<file path="src/rtl/pipereg_stage.sv">
// pipereg_stage: generic valid/ready pipeline-stage register carrying an
// opaque payload plus PC, with synchronous flush (bubble insertion) and a
// saturating stall counter.
//
// Build option: define PIPEREG_STAGE_SKID_EN to add a one-entry skid buffer.
// This makes in_ready a pure register output, so there is no combinational
// path from out_ready, and the stage can hold two entries. Without the
// macro, in_ready is ~out_valid | out_ready and the stage holds one entry.
//
// While the stage holds a bubble, out_data is forced to zero and out_pc to
// BUBBLE_PC. This is done in the register itself, so every output is a
// flop output.

module pipereg_stage #(
  parameter int unsigned DATA_W    = 128,
  parameter int unsigned PC_W      = 64,
  parameter logic [63:0] BUBBLE_PC = 64'h8000_0000,
  parameter int unsigned CNT_W     = 32
) (
  input  logic              clk,
  input  logic              reset,
  input  logic              flush,
  input  logic              in_valid,
  output logic              in_ready,
  input  logic [DATA_W-1:0] in_data,
  input  logic [PC_W-1:0]   in_pc,
  output logic              out_valid,
  input  logic              out_ready,
  output logic [DATA_W-1:0] out_data,
  output logic [PC_W-1:0]   out_pc,
  output logic              out_bubble,
  output logic [CNT_W-1:0]  stall_cnt
);

  // Bubble PC truncated to the configured PC width.
  localparam logic [PC_W-1:0] BUBBLE_PC_T = PC_W'(BUBBLE_PC);

  // Main (output) register.
  logic              valid_q, valid_d;
  logic [DATA_W-1:0] data_q,  data_d;
  logic [PC_W-1:0]   pc_q,    pc_d;

  // Stall counter.
  logic [CNT_W-1:0]  stall_cnt_q, stall_cnt_d;

  // Handshake terms.
  logic              in_fire;
  logic              out_fire;

  assign in_fire  = in_valid & in_ready;
  assign out_fire = valid_q & out_ready;

`ifdef PIPEREG_STAGE_SKID_EN

  // Skid register: holds the entry accepted while main was full and stalled.
  logic              skid_valid_q, skid_valid_d;
  logic [DATA_W-1:0] skid_data_q,  skid_data_d;
  logic [PC_W-1:0]   skid_pc_q,    skid_pc_d;

  // Upstream ready depends only on skid occupancy, so it is a flop output.
  assign in_ready = ~skid_valid_q;

  // Next-state for main and skid registers. Flush wins, then a full skid
  // refills main as it drains, then new entries go to main if it is free
  // this cycle or to skid otherwise.
  always_comb begin
    valid_d      = valid_q;
    data_d       = data_q;
    pc_d         = pc_q;
    skid_valid_d = skid_valid_q;
    skid_data_d  = skid_data_q;
    skid_pc_d    = skid_pc_q;

    if (flush) begin
      valid_d      = 1'b0;
      data_d       = '0;
      pc_d         = BUBBLE_PC_T;
      skid_valid_d = 1'b0;
      skid_data_d  = '0;
      skid_pc_d    = BUBBLE_PC_T;
    end else if (skid_valid_q) begin
      // in_ready is low here, so no new entry can arrive this cycle.
      if (out_fire) begin
        valid_d      = 1'b1;
        data_d       = skid_data_q;
        pc_d         = skid_pc_q;
        skid_valid_d = 1'b0;
        skid_data_d  = '0;
        skid_pc_d    = BUBBLE_PC_T;
      end
    end else if (in_fire) begin
      if (!valid_q || out_ready) begin
        // Main is empty or draining: bypass the skid, keeping latency at 1.
        valid_d = 1'b1;
        data_d  = in_data;
        pc_d    = in_pc;
      end else begin
        // Main is full and stalled: park the entry behind it.
        skid_valid_d = 1'b1;
        skid_data_d  = in_data;
        skid_pc_d    = in_pc;
      end
    end else if (out_fire) begin
      valid_d = 1'b0;
      data_d  = '0;
      pc_d    = BUBBLE_PC_T;
    end
  end

  // Skid storage with asynchronous active-low reset.
  always_ff @(posedge clk or negedge reset) begin
    if (!reset) begin
      skid_valid_q <= 1'b0;
      skid_data_q  <= '0;
      skid_pc_q    <= BUBBLE_PC_T;
    end else begin
      skid_valid_q <= skid_valid_d;
      skid_data_q  <= skid_data_d;
      skid_pc_q    <= skid_pc_d;
    end
  end

`else

  // Single-entry stage: accept when empty or when the held entry leaves now.
  assign in_ready = ~valid_q | out_ready;

  // Next-state for the main register: flush, then load, then drain, else hold.
  always_comb begin
    valid_d = valid_q;
    data_d  = data_q;
    pc_d    = pc_q;

    if (flush) begin
      valid_d = 1'b0;
      data_d  = '0;
      pc_d    = BUBBLE_PC_T;
    end else if (in_fire) begin
      valid_d = 1'b1;
      data_d  = in_data;
      pc_d    = in_pc;
    end else if (out_fire) begin
      valid_d = 1'b0;
      data_d  = '0;
      pc_d    = BUBBLE_PC_T;
    end
  end

`endif

  // Stall counter: counts stalled cycles with a valid entry, except on a
  // flush edge, and sticks at all-ones instead of wrapping.
  always_comb begin
    stall_cnt_d = stall_cnt_q;
    if (valid_q && !out_ready && !flush && (stall_cnt_q != {CNT_W{1'b1}})) begin
      stall_cnt_d = stall_cnt_q + CNT_W'(1);
    end
  end

  // Main register and stall counter with asynchronous active-low reset.
  always_ff @(posedge clk or negedge reset) begin
    if (!reset) begin
      valid_q     <= 1'b0;
      data_q      <= '0;
      pc_q        <= BUBBLE_PC_T;
      stall_cnt_q <= '0;
    end else begin
      valid_q     <= valid_d;
      data_q      <= data_d;
      pc_q        <= pc_d;
      stall_cnt_q <= stall_cnt_d;
    end
  end

  assign out_valid  = valid_q;
  assign out_data   = data_q;
  assign out_pc     = pc_q;
  assign out_bubble = ~valid_q;
  assign stall_cnt  = stall_cnt_q;

endmodule

</file>
<file path="config.mk">
export PLATFORM = sky130hd
export DESIGN_NAME = pipereg_stage
export DESIGN_NICKNAME = d
export VERILOG_FILES = /design/src/rtl/pipereg_stage.sv
export SDC_FILE = /design/constraint.sdc
export NUM_CORES = 1
export LEC_CHECK = 0
export ABC_AREA = 0
export CAP_MARGIN = 20
export CORE_AREA = 5 5 163 165
export CTS_CLUSTER_SIZE = 10
export DETAILED_ROUTE_END_ITERATION = 8
export DIE_AREA = 0 0 168 170
export GPL_TIMING_DRIVEN = 1
export PLACE_DENSITY = 0.72
export SLEW_MARGIN = 10
export SYNTH_ARGS = -nofsm -noshare
export SYNTH_HDL_FRONTEND = slang
export SYNTH_SLANG_ARGS = --single-unit
</file>
<file path="constraint.sdc">
create_clock -name clk -period 2.2 [get_ports clk]
set_clock_uncertainty 0.05 [all_clocks]
set_input_delay 0.44 -clock clk [delete_from_list [all_inputs] [get_ports clk]]
set_output_delay 0.44 -clock clk [all_outputs]
set_load 0.005 [all_outputs]
</file>
* Word level (Yosys, flattened, before mapping)
Cells that the tools add are included.
** Operators by class
- Equal/unequal tests :: 1
- Bitwise gates (word level) :: 4
- Mux-type cells :: 9
- $add $sub $neg :: 1
- Reductions and logical operators :: 6
** Operator list (number)
- 2-to-1 mux 128 bit :: 3
- 2-to-1 mux 64 bit :: 3
- adder 32 x 1 -> 32 bit (second input constant) :: 1
- inequality test 32 bit (second input constant) :: 1
- logical AND 1 bit :: 3
- 2-to-1 mux 1 bit :: 3
- nonzero test 3 bit :: 1
- AND 1 bit :: 2
- zero test 1 bit :: 2
- inverter 1 bit :: 1
- OR 1 bit :: 1
** Word-level totals
- Input port bits :: 197
- Register bits after elaboration :: 225
- Logic and storage cells :: 25

* Depth between registers and ports, before layout
Gate-level depths: netlist of the first run.
- Depth in word-level cells :: 5
- Mapped depth :: 7

* Worst setup path before layout of the first run
No wires, ideal clock.
- Kind :: reg-to-reg
- Start :: reg stall_cnt_q[0], in the netlist stall_cnt[0]
- End :: reg stall_cnt_q[26], in the netlist stall_cnt[26]
- Stages on the path, launching flop included :: 7
- Data arrival time :: 1.942 ns
- Path slack :: 0.129 ns
- Clock period less this slack :: 2.071 ns
- Data required time :: 2.071 ns
- Library setup time :: 0.079 ns
- Cells stage by stage :: dfrtp_1 > ha_1 > nand4_1 > nor4_4 > or4b_4 > nor2_2 > xor2_1
** Between the ends
- Cells in the longest elaborated chain, start to end :: 2
** RTL lines
- start, declared :: line 44 : logic [CNT_W-1:0] stall_cnt_q, stall_cnt_d;
- start signal, assigned :: line 171 : stall_cnt_q <= stall_cnt_d;
- branches (longest 2 deep; another with adder 32 x 1 -> 32 bit)
Parallel ways; which one is timed is not known.
A chain may end at the register's enable or synchronous reset.

* Worst setup path in the final report of the first run
- Start :: reg stall_cnt_q[2], in the netlist stall_cnt[2]
- End :: out stall_cnt[2]
** RTL lines
- end, declared :: line 32 : output logic [CNT_W-1:0] stall_cnt
No word-level cell between the ends.

==> results of run 1 <==
-- worst paths after layout --
| check | cells past startpoint | start | slack, ns | endpoint |
|---|---|---|---|---|
| setup / recovery | 1 | stall_cnt[2] | 0.13 | stall_cnt[2] |
| hold / removal | 2 | reset | 0.44 | out_data[98] |
| setup reg to reg | 6 | stall_cnt[1] | 0.15 | stall_cnt[26] |
| hold reg to reg | 1 | out_data[20] | 0.45 | out_data[20] |
| max in group asynchronous | 3 | reset | 1.05 | out_pc[34] |
| min in group clk | 3 | in_pc[31] | 0.44 | out_pc[31] |
-- logic make-up after synthesis --
family | Yosys count
adders and majority gates | 1
xor gates and xnor gates | 28
buffers and inverters | 51
AOI/OAI and AO/OA | 196
DFF | 225
muxes | 3
and+or+nand+nor | 88
-- power groups by stage --
| stage | clock network (mW) | logic, mW | registers (mW) |
|---|---|---|---|
| 6_report | 3.82 | 1.56 | 4.56 |
| 4_1_cts | 3.96 | 1.59 | 4.56 |
| 5_1_grt | 4.12 | 1.68 | 4.60 |
| 3_5_place_dp | 0 | 1.58 | 4.63 |
| 2_1_floorplan | 0 | 0.351 | 4.63 |
| 3_3_place_gp | 0 | 1.56 | 4.62 |
-- state kept, by name, indices dropped and copies added (netlist names) --
signal     count
stall_cnt     32
out_pc        64
out_data     128
out_valid      1
-- per-layer routing --
metal  wire length, um  global-route usage  vias up
li1                  -                   -     3186
met1             11000               0.224     3411
met2             13900               0.324      347
met3              2690              0.0609       47
met4               667              0.0490        0
met5                 0                   0        -
-- final cells by class --
cell class / instances / area [um2]
tap: 330 / 413
fill: 2053 / 10600
multi-input combinational: 316 / 2540
sequential: 225 / 5630
clock buffer: 39 / 731
timing repair buffer: 490 / 4920
inverter: 7 / 26.3
-- through the flow --
stage               TNS [ns]  power (mW)
global route               0        10.4
detailed placement     -2.56        6.20
CTS                        0        10.1
finish                     0        9.95
floorplan                  0        4.98
global placement       -2.15        6.18
-- cell usage in the layout, fill, tap and decap left out, types with 2 or more instances in the layout --
master / instances
clkdlybuf4s50_1: 421
nor2_2: 3
nand2_1: 12
xnor2_1: 11
nor3_1: 4
mux2_2: 2
nor2_1: 16
nand3_1: 10
nor4_4: 2
buf_12: 14
nand4_1: 17
dfrtp_1: 223
and2_1: 2
a21oi_1: 2
clkbuf_1: 11
and3_1: 5
nor3b_1: 3
nor4_1: 3
clkbuf_16: 27
buf_4: 52
xor2_1: 17
a22o_1: 191
inv_1: 7
or2_2: 3
-- what timing repair did --
item	4_1_cts	5_1_grt
hold endpoints to repair	52	0
setup buffers	1	0
pin swaps	0	0
gates resized for setup	0	4
hold buffers	1	0
endpoints found under the setup margin	1	14
==> impl_metrics.yaml, run 1 <==
run_status:
  status: "completed"
clock_tree:
  numCtsBuffers: 26
  cts_num_sinks: 225
  cts_max_level: 1
  cts_tree: "yes"
  insertion_delay_ns: 0.52
  clockBufferDepth: 3
  path_clk_slew_ns: 0.06
  ctsRootBufferMaster: "clkbuf_16"
detailed_routing:
  routed_wl_mm: 28.2
  drtIter0Drc: 403
  num_vias: 6991
  wire_per_inst_um: 20.0
  dr.pass1.iters: 6
  ant_nets: 0
  drc: 0
  viasPerCell: 4.97
die:
  core_mm2: 0.0249
  ioPinCount: 424
  fp-row-count: 58
  die_width_um: 168
  die_area_mm2: 0.0286
  die_h_um: 170
  initial_core_util: 0.335
global_routing:
  grt.total_usage: 0.186
  grt_pass1_wl_mm: 43.1
  grt_pass1_vias: 7419
  grt_max_degree: 67
  antenna_found_initial: 0
  grt_overflow: 0
sta:
  rsz0062_at_grt: "false"
  slew_violations: 0
  hold_viol: 0
  setup_ws_ns: 0.127
  slew_headroom: 0.627
  timing.fmax_ghz: 0.482
  period_minus_slack_ns: 2.07
  fin_crit_sh: 0.942
  setup_viol: 0
  fin_hold_ws_ns: 0.436
  tightest_slew_ns: 0.555
finish:
  diodes: 0
  final_util: 0.573
  area_delta_synth_final_pct: 70.9
  stdcell_area_mm2: 0.0143
  nets: 1264
  layout-drive-gt1-share: 0.106
  layoutNonFillerInstCount: 1407
power_and_ir_drop:
  switchingPower_mw: 2.31
  power_density_mw_per_mm2: 697
  cellLeakagePower_nw: 6.45
  internal-power_mw: 7.63
  worst_ir_drop_vdd_uv: 452
  combPwrFrac: 0.157
  p_clk_frac: 0.385
  switching_share: 0.232
  seqPwrFrac: 0.458
setup_path:
  critPathArrivalTime_ns: 1.58
  crit_chain: "clkdlybuf4s50_1"
  critPathSlowestCell: "clkdlybuf4s50_1"
  crit_path_end_kind: "primary output"
  startpoint_type: "register"
  crit_family: "buffers and inverters"
  path_class: "reg2out"
  path_buf_inv: 1
  required_ns: 1.71
  critical-path-max-stage-delay_ns: 0.58
  crit_fanout: 6
synthesis:
  synth_top_family_by_area: "compound AO/OA/AOI/OAI gates"
  synth_simple_gate_area_frac: 0.0637
  yosysTopAreaCell: "dfrtp_1"
  synth.distinct_cells: 34
  synthXorXnorAreaFrac: 0.0294
  synth_most_common_cell: "dfrtp_1"
  synth-compound-area-share: 0.204
  synth_top_area_share: 0.671
  avgSynthCellArea_um2: 14.1
  synthTopCellsByArea: "dfrtp_1 67%, a22o_1 20%, xor2_1 1.8%"
  ys_ff_latch: 225
  seq_area_frac_synth: 0.675
  synth_nets: 790
  syn_area_mm2: 0.00835
  synth_top_flop_cell: "dfrtp_1"
  synthTopCellsByCount: "224 x dfrtp_1, 191 x a22o_1, 35 x clkbuf_1, 17 x nand4_1, 17 x xor2_1"
  yosys.area_share.adder: 0.00150
  yosysWarnings: 0
  synth_edf_count: 0
  syn_inst: 592
  synth_mux_area_frac: 0.00390
  async_flop_share: 1.00
placed_design:
  placedCellCount: 1366
  place_area_mm2: 0.0135
  pre_cts_slack_ns: -0.240
  port_buffers: 423
  gp_congestion: 0.871
  hpwl_mm: 21.4
min_path:
  hp-class: "in2async"
flow_run:
  cap_violations: 0
Power figures use the tool's default switching activity.
==> inputs of run 2 (changes only) <==
- CORE_AREA: 5 5 163 165 -> 4 4 162 164
- DIE_AREA: 0 0 168 170 -> 0 0 166 168
==> impl_metrics.yaml, run 2 (synthesis results as in run 1) <==
finish:
  diodes: 0
  stdcell_area_mm2: 0.0142
  area_delta_synth_final_pct: 69.8
  nets: 1249
  fillers: 2080
  final_common_cell: "clkdlybuf4s50_1"
  final_cell_mix: "422 x clkdlybuf4s50_1, 224 x dfrtp_1, 191 x a22o_1"
  largest_register_ffs: 128
  layout-drive-gt1-share: 0.0914
min_path:
  holdPathStages: 3
  hp-class: "in2reg"
sta:
  fin_crit_sh: 0.978
  tightest_slew_ns: 0.651
  period_minus_slack_ns: 2.15
  timing.fmax_ghz: 0.465
  rsz0062_at_grt: "false"
  hold_viol: 0
  setup_viol: 0
  slew_headroom: 0.562
  setup_tns_ns: 0
  slew_violations: 0
  setup_ws_ns: 0.0479
clock_tree:
  cts_max_level: 1
  clockBufferDepth: 3
  numCtsBuffers: 26
  cts_tree: "yes"
  insertion_delay_ns: 0.51
  ctsRootBufferMaster: "clkbuf_16"
  cts_num_sinks: 225
  path_clk_slew_ns: 0.05
global_routing:
  grt_overflow: 0
  grt_max_degree: 74
  grt.total_usage: 0.191
  antenna_found_initial: 0
  grt_pass1_wl_mm: 43.1
  grt_pass1_vias: 7397
die:
  core_mm2: 0.0249
  die_h_um: 168
  initial_core_util: 0.335
  die_width_um: 166
  die_area_mm2: 0.0279
  ioPinCount: 424
  fp-row-count: 58
placed_design:
  hpwl_mm: 20.9
  gp_congestion: 0.888
  place_area_mm2: 0.0134
  port_buffers: 423
  pre_cts_slack_ns: -0.246
power_and_ir_drop:
  power_density_mw_per_mm2: 698
  cellLeakagePower_nw: 6.38
  worst_ir_drop_vdd_uv: 500
detailed_routing:
  dr.pass1.iters: 4
  drc: 0
  routed_wl_mm: 28.0
  num_vias: 6925
  ant_nets: 0
  viasPerCell: 4.98
  wire_per_inst_um: 20.1
  drtIter0Drc: 328
setup_path:
  startpoint_type: "input port"
  crit_path_end_kind: "primary output"
  path_buf_inv: 4
  path_class: "in2out"
  crit_fanout: 2
  cp_common_cell: "clkdlybuf4s50_1"
  crit_family: "buffers and inverters"
  critPathArrivalTime_ns: 1.66
  critical-path-max-stage-delay_ns: 0.44
  critPathSlowestCell: "clkdlybuf4s50_1"
  required_ns: 1.71
  crit_chain: "clkdlybuf4s50_1, buf_4, nor2_1, inv_1, clkdlybuf4s50_1"
  path_depth: 5
  rr_worst_depth: 6
flow_run:
  cap_violations: 0
run_status:
  status: "completed"
-- run 2: changes by cell type in the layout (fill, tap and decap cells not counted) --
cell / before / now
clkbuf_1: 11 / 10
ha_2: 1 / 0
dfrtp_1: 223 / 224
ha_1: 0 / 1
dfrtp_2: 1 / 0
buf_4: 52 / 35
buf_12: 14 / 16
dlymetal6s2s_1: 1 / 0
clkdlybuf4s50_1: 421 / 422
-- run 2: per-layer routing --
metal | up-vias | GRT usage | wire length [um]
met4 | 0 | 0.0423 | 490
li1 | 3150 | - | -
met5 | - | 0 | 0
met1 | 3429 | 0.231 | 11300
met3 | 32 | 0.0648 | 2490
met2 | 314 | 0.334 | 13800
-- run 2: report_power, final --
part           internal, mW  total, mW  switching (mW)
sequential             4.38       4.56           0.177
combinational         0.991       1.56           0.567
clock                  2.24       3.78            1.54
total                  7.61       9.89            2.28
-- run 2: tightest hold or removal path: cells and delay by family --
kind | cells | cell delay (ns)
AOI/OAI and AO/OA | 1 | 0.06
buffers and inverters | 2 | 0.46
-- run 2: path summary, 6_finish.rpt --
check,endpoint,slack [ns],start
worst min register to register,out_pc[31],0.44,out_pc[31]
worst min-delay path,out_pc[31],0.41,in_pc[31]
max in group asynchronous,out_pc[14],0.98,reset
min in group asynchronous,stall_cnt[25],0.47,reset
worst max-delay path,in_ready,0.05,out_ready
worst max register to register,stall_cnt[26],0.14,stall_cnt[1]
-- run 2: final cells by class --
type	count	area [um2]	share of cell area
well taps	330	413	0.0291
clock buffers	38	727	0.0513
multi-input cells	316	2540	0.179
repair buffers	475	4830	0.341
flip-flops and latches	225	5630	0.397
inverters	7	26.3	0.00185
-- run 2: per-stage QoR --
step	total power, mW	instances	util	hold slack, ns
after floorplan	4.98	592	-	0.0944
after global placement	6.17	1350	0.539	0.421
after detailed placement	6.19	1350	0.539	0.420
after CTS	10.0	1391	0.569	0.380
after global routing	10.3	1391	0.569	0.404
final	9.89	1391	0.569	0.408
-- run 2: what timing repair did --
| item | CTS | global route |
|---|---|---|
| resized for setup | 0 | 1 |
| endpoints found under the setup margin | 1 | 3 |
| buffers inserted | 2 | 0 |
| hold buffers | 1 | 0 |
| endpoints found under the hold margin | 66 | 0 |
